### src/rtl/cram_cond_seq_pkg.sv
// Shared types and default constants for the CRAM condition sequencer.
// The timeout default only matters when CRAM_COND_TIMEOUT_EN is defined.
package cram_cond_seq_pkg;

  localparam int CRAM_WIDTH_CNT = 8;
  localparam int CRAM_TIMEOUT   = 255;

  typedef enum logic [2:0] {
    S_IDLE,
    S_REQ,
    S_WAIT,
    S_EXEC,
    S_CLR
  } cond_seq_st_t;

endpackage

### src/rtl/cram_cond_cnt.sv
// Loadable down-counter with a zero flag. It never wraps: a decrement
// request at zero is ignored, and a load takes priority over a decrement.
module cram_cond_cnt #(
  parameter int WIDTH = 8
) (
  input  logic             clock,
  input  logic             reset,
  input  logic             i_load,
  input  logic [WIDTH-1:0] i_load_val,
  input  logic             i_dec,
  output logic             o_zero
);

  logic [WIDTH-1:0] r_cnt;

  // NOTE: sequential state uses non-blocking assignments so every flop
  // samples the pre-edge values regardless of block evaluation order.
  always_ff @(posedge clock or negedge reset) begin
    if (!reset) begin
      r_cnt <= '0;
    end else if (i_load) begin
      r_cnt <= i_load_val;
    end else if (i_dec && (r_cnt != '0)) begin
      r_cnt <= r_cnt - 1'b1;
    end
  end

  assign o_zero = (r_cnt == '0);

endmodule

### src/rtl/cram_cond_seq.sv
// Condition sequencer: request a condition, capture it, issue the selected
// branch's ops, then clear the capture unit. Macro CRAM_COND_TIMEOUT_EN adds the S_WAIT abort.
module cram_cond_seq
  import cram_cond_seq_pkg::*;
#(
  parameter int WIDTH_CNT = CRAM_WIDTH_CNT
`ifdef CRAM_COND_TIMEOUT_EN
  ,
  parameter int TIMEOUT   = CRAM_TIMEOUT
`endif
) (
  input  logic                 clock,
  input  logic                 reset,
  input  logic                 I_Start,
  input  logic [WIDTH_CNT-1:0] I_TrueLen,
  input  logic [WIDTH_CNT-1:0] I_FalseLen,
  output logic                 O_CondReq,
  input  logic                 I_Valid,
  input  logic                 I_Cond,
  output logic                 O_Clr,
  output logic                 O_Issue,
  input  logic                 I_Ack,
  output logic                 O_Sel,
  output logic                 O_Busy,
  output logic                 O_Done,
  output logic                 O_Timeout
);

  cond_seq_st_t         r_state;
  cond_seq_st_t         w_next;
  logic [WIDTH_CNT-1:0] r_true_len;
  logic [WIDTH_CNT-1:0] r_false_len;
  logic                 r_sel;
  logic [WIDTH_CNT-1:0] w_sel_len;
  logic [WIDTH_CNT-1:0] w_iss_load_val;
  logic                 w_capture;
  logic                 w_iss_zero;
  logic                 w_to_expire;
  logic                 w_to_flag;

  assign w_capture = (r_state == S_WAIT) && I_Valid;
  assign w_sel_len = I_Cond ? r_true_len : r_false_len;

  // The issue counter holds "ops remaining after the current one", so the
  // zero flag marks the last op and the counter never has to go below zero.
  assign w_iss_load_val = (w_sel_len == '0) ? '0 : w_sel_len - 1'b1;

  cram_cond_cnt #(.WIDTH(WIDTH_CNT)) u_iss_cnt (
    .clock      (clock),
    .reset      (reset),
    .i_load     (w_capture),
    .i_load_val (w_iss_load_val),
    .i_dec      ((r_state == S_EXEC) && I_Ack),
    .o_zero     (w_iss_zero)
  );

`ifdef CRAM_COND_TIMEOUT_EN
  // Loaded with TIMEOUT-1 in S_REQ so that zero is reached on the TIMEOUT-th
  // S_WAIT cycle; TIMEOUT is expected to be at least 1.
  localparam logic [WIDTH_CNT-1:0] TO_LOAD = WIDTH_CNT'(TIMEOUT - 1);

  logic w_to_zero;
  logic r_to_flag;

  cram_cond_cnt #(.WIDTH(WIDTH_CNT)) u_to_cnt (
    .clock      (clock),
    .reset      (reset),
    .i_load     (r_state == S_REQ),
    .i_load_val (TO_LOAD),
    .i_dec      (r_state == S_WAIT),
    .o_zero     (w_to_zero)
  );

  // A capture on the expiry cycle wins over the abort.
  assign w_to_expire = (r_state == S_WAIT) && !I_Valid && w_to_zero;

  always_ff @(posedge clock or negedge reset) begin
    if (!reset) begin
      r_to_flag <= 1'b0;
    end else if (w_to_expire) begin
      r_to_flag <= 1'b1;
    end else if (r_state == S_CLR) begin
      r_to_flag <= 1'b0;
    end
  end

  assign w_to_flag = r_to_flag;
`else
  assign w_to_expire = 1'b0;
  assign w_to_flag   = 1'b0;
`endif

  always_ff @(posedge clock or negedge reset) begin
    if (!reset) begin
      r_state     <= S_IDLE;
      r_true_len  <= '0;
      r_false_len <= '0;
      r_sel       <= 1'b0;
    end else begin
      r_state <= w_next;
      if ((r_state == S_IDLE) && I_Start) begin
        r_true_len  <= I_TrueLen;
        r_false_len <= I_FalseLen;
      end
      if (w_capture) begin
        r_sel <= I_Cond;
      end
    end
  end

  // NOTE: w_next gets its default before the case so no path leaves it
  // unassigned, which would otherwise infer a latch.
  always_comb begin
    w_next = r_state;
    unique case (r_state)
      S_IDLE: if (I_Start) w_next = S_REQ;
      S_REQ:  w_next = S_WAIT;
      S_WAIT: begin
        if (I_Valid) begin
          w_next = (w_sel_len == '0) ? S_CLR : S_EXEC;
        end else if (w_to_expire) begin
          w_next = S_CLR;
        end
      end
      S_EXEC: if (I_Ack && w_iss_zero) w_next = S_CLR;
      S_CLR:  w_next = S_IDLE;
      default: w_next = S_IDLE;
    endcase
  end

  assign O_CondReq = (r_state == S_REQ);
  assign O_Issue   = (r_state == S_EXEC);
  assign O_Clr     = (r_state == S_CLR);
  assign O_Done    = (r_state == S_CLR);
  assign O_Timeout = (r_state == S_CLR) && w_to_flag;
  assign O_Busy    = (r_state != S_IDLE);
  assign O_Sel     = r_sel;

endmodule
### config.mk
export PLATFORM = sky130hd
export DESIGN_NAME = cram_cond_seq
export DESIGN_NICKNAME = d
export VERILOG_FILES = /design/src/rtl/cram_cond_seq_pkg.sv /design/src/rtl/cram_cond_cnt.sv /design/src/rtl/cram_cond_seq.sv
export SDC_FILE = /design/constraint.sdc
export NUM_CORES = 1
export LEC_CHECK = 0
export BUFFER_PORTS_ARGS = -buffer_cell sky130_fd_sc_hd__buf_2
export CAP_MARGIN = 0
export CELL_PAD_IN_SITES_DETAIL_PLACEMENT = 1
export CELL_PAD_IN_SITES_GLOBAL_PLACEMENT = 1
export CORE_ASPECT_RATIO = 1.25
export CORE_UTILIZATION = 40
export CTS_CLUSTER_DIAMETER = 200
export CTS_CLUSTER_SIZE = 24
export DETAILED_ROUTE_END_ITERATION = 10
export GPL_ROUTABILITY_DRIVEN = 0
export PLACE_DENSITY = 0.83
export SLEW_MARGIN = 20
export SYNTH_ARGS = -nofsm -noshare
export SYNTH_HDL_FRONTEND = slang
export SYNTH_HIERARCHICAL = 1
export SYNTH_SLANG_ARGS = --single-unit
### constraint.sdc
create_clock -name clock -period 2.05 [get_ports clock]
set_input_delay 0.3075 -clock clock [delete_from_list [all_inputs] [get_ports clock]]
set_output_delay 0.3075 -clock clock [all_outputs]
set_load 0.01 [all_outputs]
==> out/metrics.yaml <==
setup_path:
  crit-reg2reg-launch: "u_iss_cnt/r_cnt[0]$_DFFE_PN0P_"
  slowest_delay_ns: 0.49
  cp.required_ns: 2.20
  critical_path_arrival_ns: 2.08
  crit_path_start_kind: "flop"
  critPathBufInv: 1
  crit_start: "u_iss_cnt/r_cnt[0]$_DFFE_PN0P_"
  r2r_end: "r_state[1]$_DFFE_PN0P_"
  worst_r2r_path_depth: 7
  cp_cell_sequence: "inv_1, ha_1, or3b_2, nor2_1, nand3_1, mux2i_1, a311oi_1"
  critPathSlowestCell: "or3b_2"
  cp_max_fo: 4
  critPathTopFamily: "simple AND/OR/NAND/NOR gates"
  worstSetupPathType: "reg2reg"
  r2r_slack_ns: 0.12
  cp-end-kind: "flop"
yosys:
  muxShareOfSynthArea_pct: 18.0
  yosys.cell_types.count: 59
  synth_compound_area_share_pct: 14.1
  synth.top_cell.area_share_pct: 37.7
  synth-xor-area-share_pct: 0.471
  async_flop_share_pct: 100
  yosysTopAreaCell: "dfrtp_1"
  seq_area_frac_synth_pct: 37.7
  ys_ff_latch: 28
  syn-cell-area_um2: 1860
  syn-mean-instance-area_um2: 11.1
  yosysWarningCount: 6
  synth_cells: 167
  synth_area_leaders: "dfrtp_1, mux2_4, mux2_2"
  synth_top_family_by_area: "simple AND/OR/NAND/NOR gates"
  synth_edf_count: 0
  yosys.area_share.simple_pct: 21.9
  yosys.area_share.adder_pct: 2.02
  ys.flop_type: "dfrtp_1"
  synth_nets: 192
final_layout:
  nets: 230
  drive_gt1_share_pct: 39.4
  fill_cells: 510
  instances_no_fill: 261
  n_antenna_cell: 0
  area_growth_pct: 15.3
sta:
  max_freq_mhz: 517
  final-setup-viol-count: 0
  timing.final.hold_violations: 0
  min_period_over_period_pct: 94.3
  timing.final.ws_setup_ns: 0.116
  rsz0062_at_grt: "no"
  relSlewSlack_pct: 55.1
  period_minus_slack_ns: 1.93
  finClkSkew_ns: 0.00803
  slew_violations: 0
  finalSetupTns_ns: 0
  tightest_slew_ns: 0.668
place:
  dp_cells: 258
  io_buffers: 27
  dp_hpwl_um: 3410
  pre_cts_slack_ns: -0.0277
drt:
  drt_iter0_drc: 14
  ant_nets: 0
  viasPerCell: 5.59
  first_pass_iters: 4
  drt_wl_total_um: 4250
  num_vias: 1458
  wl_per_cell_um: 16.3
  drc_errors: 0
grt:
  antenna_found_initial: 0
  first_global_vias: 1642
  grt_pass1_wl_um: 7660
  grt_use_total_pct: 19.4
  grt_start_max_net_pins: 29
  overflow: 0
power_and_ir_drop:
  ir_worst_vdd_mv: 0.689
  p_per_area_nw_per_um2: 1390
  total_power_w: 0.00299
  leakage_nw: 0.957
clock_network:
  clk_latency_ns: 0.27
  htree_levels: 1
  cts_made_buffers: 3
  post_cts_buffers: 0
  tritoncts: "done"
  cts_sinks: 28
  clk_pin_slew_ns: 0.09
  ctsLongestPathBuffers: 2
  cts_root_buf: "clkbuf_8"
floorplan:
  initial_core_util_pct: 42.0
  num_io_pins: 29
  rows: 27
  die_area_um2: 4930
  dieWidth_um: 63.0
  fp.coreArea_um2: 4430
  chipHeight_um: 78.2
outcome:
  status: "finished, final reports clean"
job:
  max_cap_viol_count: 0
min_path:
  hp-class: "in2async"
state kept, by name (all words and copies together), names as in the netlist:
name	count
r_state	3
r_true_len	8
O_Sel	1
u_iss_cnt/r_cnt	8
r_false_len	8
how the worst max path moves through the flow:
stage	endpoint	slack, ns	depth (start not counted)
2_1_floorplan	u_iss_cnt/r_cnt[7]$_DFFE_PN0P_	0.05	7
3_3_place_gp	u_iss_cnt/r_cnt[4]$_DFFE_PN0P_	0.10	9
3_5_place_dp	u_iss_cnt/r_cnt[4]$_DFFE_PN0P_	-0.03	9
4_1_cts	u_iss_cnt/r_cnt[4]$_DFFE_PN0P_	0.1	8
5_1_grt	u_iss_cnt/r_cnt[4]$_DFFE_PN0P_	0.03	8
6_report	r_state[1]$_DFFE_PN0P_	0.12	7
where the power goes:
part | total (W) | switching (W) | internal, W
combinational | 0.00162 | 0.000802 | 0.000813
clock | 0.000292 | 0.000160 | 0.000132
sequential | 0.00108 | 0.000267 | 0.000812
total | 0.00299 | 0.00123 | 0.00176
cell families (layout without fill, tap and decap cells):
| group | Yosys count | in the layout |
|---|---|---|
| adder cells (fa/ha/maj) | 3 | 3 |
| other | 1 | 1 |
| AO/OA/AOI/OAI | 33 | 33 |
| multiplexers | 26 | 26 |
| XOR/XNOR | 1 | 1 |
| flip-flops | 28 | 28 |
| AND/OR/NAND/NOR | 61 | 61 |
| buffers and inverters | 14 | 50 |
synthesized netlist by cell type, types with 2 or more instances:
| cell | count |
|---|---|
| a21oi_1 | 9 |
| a221o_1 | 2 |
| a311oi_1 | 2 |
| a31oi_1 | 2 |
| and2b_2 | 2 |
| buf_2 | 2 |
| buf_4 | 2 |
| buf_6 | 2 |
| dfrtp_1 | 28 |
| ha_1 | 3 |
| inv_1 | 4 |
| mux2_2 | 8 |
| mux2_4 | 8 |
| mux2i_1 | 8 |
| nand2_1 | 6 |
| nand3_1 | 5 |
| nand4_1 | 2 |
| nor2_1 | 11 |
| nor2b_1 | 5 |
| nor3_1 | 7 |
| nor3b_1 | 5 |
| o21a_1 | 2 |
| o21ai_0 | 3 |
| or3b_1 | 2 |
| or4_1 | 3 |
worst reg2reg max path, stage by stage (launching register included):
cell and delay [ns]:
dfrtp_1 0.42, inv_1 0.12, ha_1 0.22, or3b_2 0.49
nor2_1 0.22, nand3_1 0.14, mux2i_1 0.15, a311oi_1 0.06
per-stage QoR:
step,instance area (µm²),util [%],hold WS [ns]
floorplan,1860,-,0.0119
global placement,2100,47.4,0.368
detailed placement,2100,47.4,0.368
CTS,2140,48.3,0.0706
global route,2140,48.4,0.0898
finish,2140,48.4,0.0477
repair_timing:
action                                  in CTS  in global routing
resized for setup                            0                  2
hold buffers                                 0                  0
endpoints found under the setup margin       0                  2
layout by cell type (no fill, tap or decap), drive strengths merged, types with 4 or more instances in the layout:
cell    n
mux2i   9
mux2   16
nor2   12
buf    42
a21oi   9
inv     4
nand3   6
nand2   7
nor3    8
dfrtp  28
nor3b   5
nor2b   5
cell type report:
type,instances,area [µm²],area share [%]
Multi-Input combinational cell,125,1060,49.6
Sequential cell,28,701,32.7
Timing Repair Buffer,42,248,11.6
Tap cell,58,72.6,3.39
Clock buffer,3,41.3,1.93
Inverter,5,18.8,0.876
metal layers:
layer  GRT usage (%)  vias to the layer above  wire, µm
li1                -                      695         -
met1            22.9                      738      1710
met2            36.1                       19      2400
met3            2.18                        6        68
met4            5.81                        0        76
met5               0                        -         0
Power figures use the tool's default switching activity.
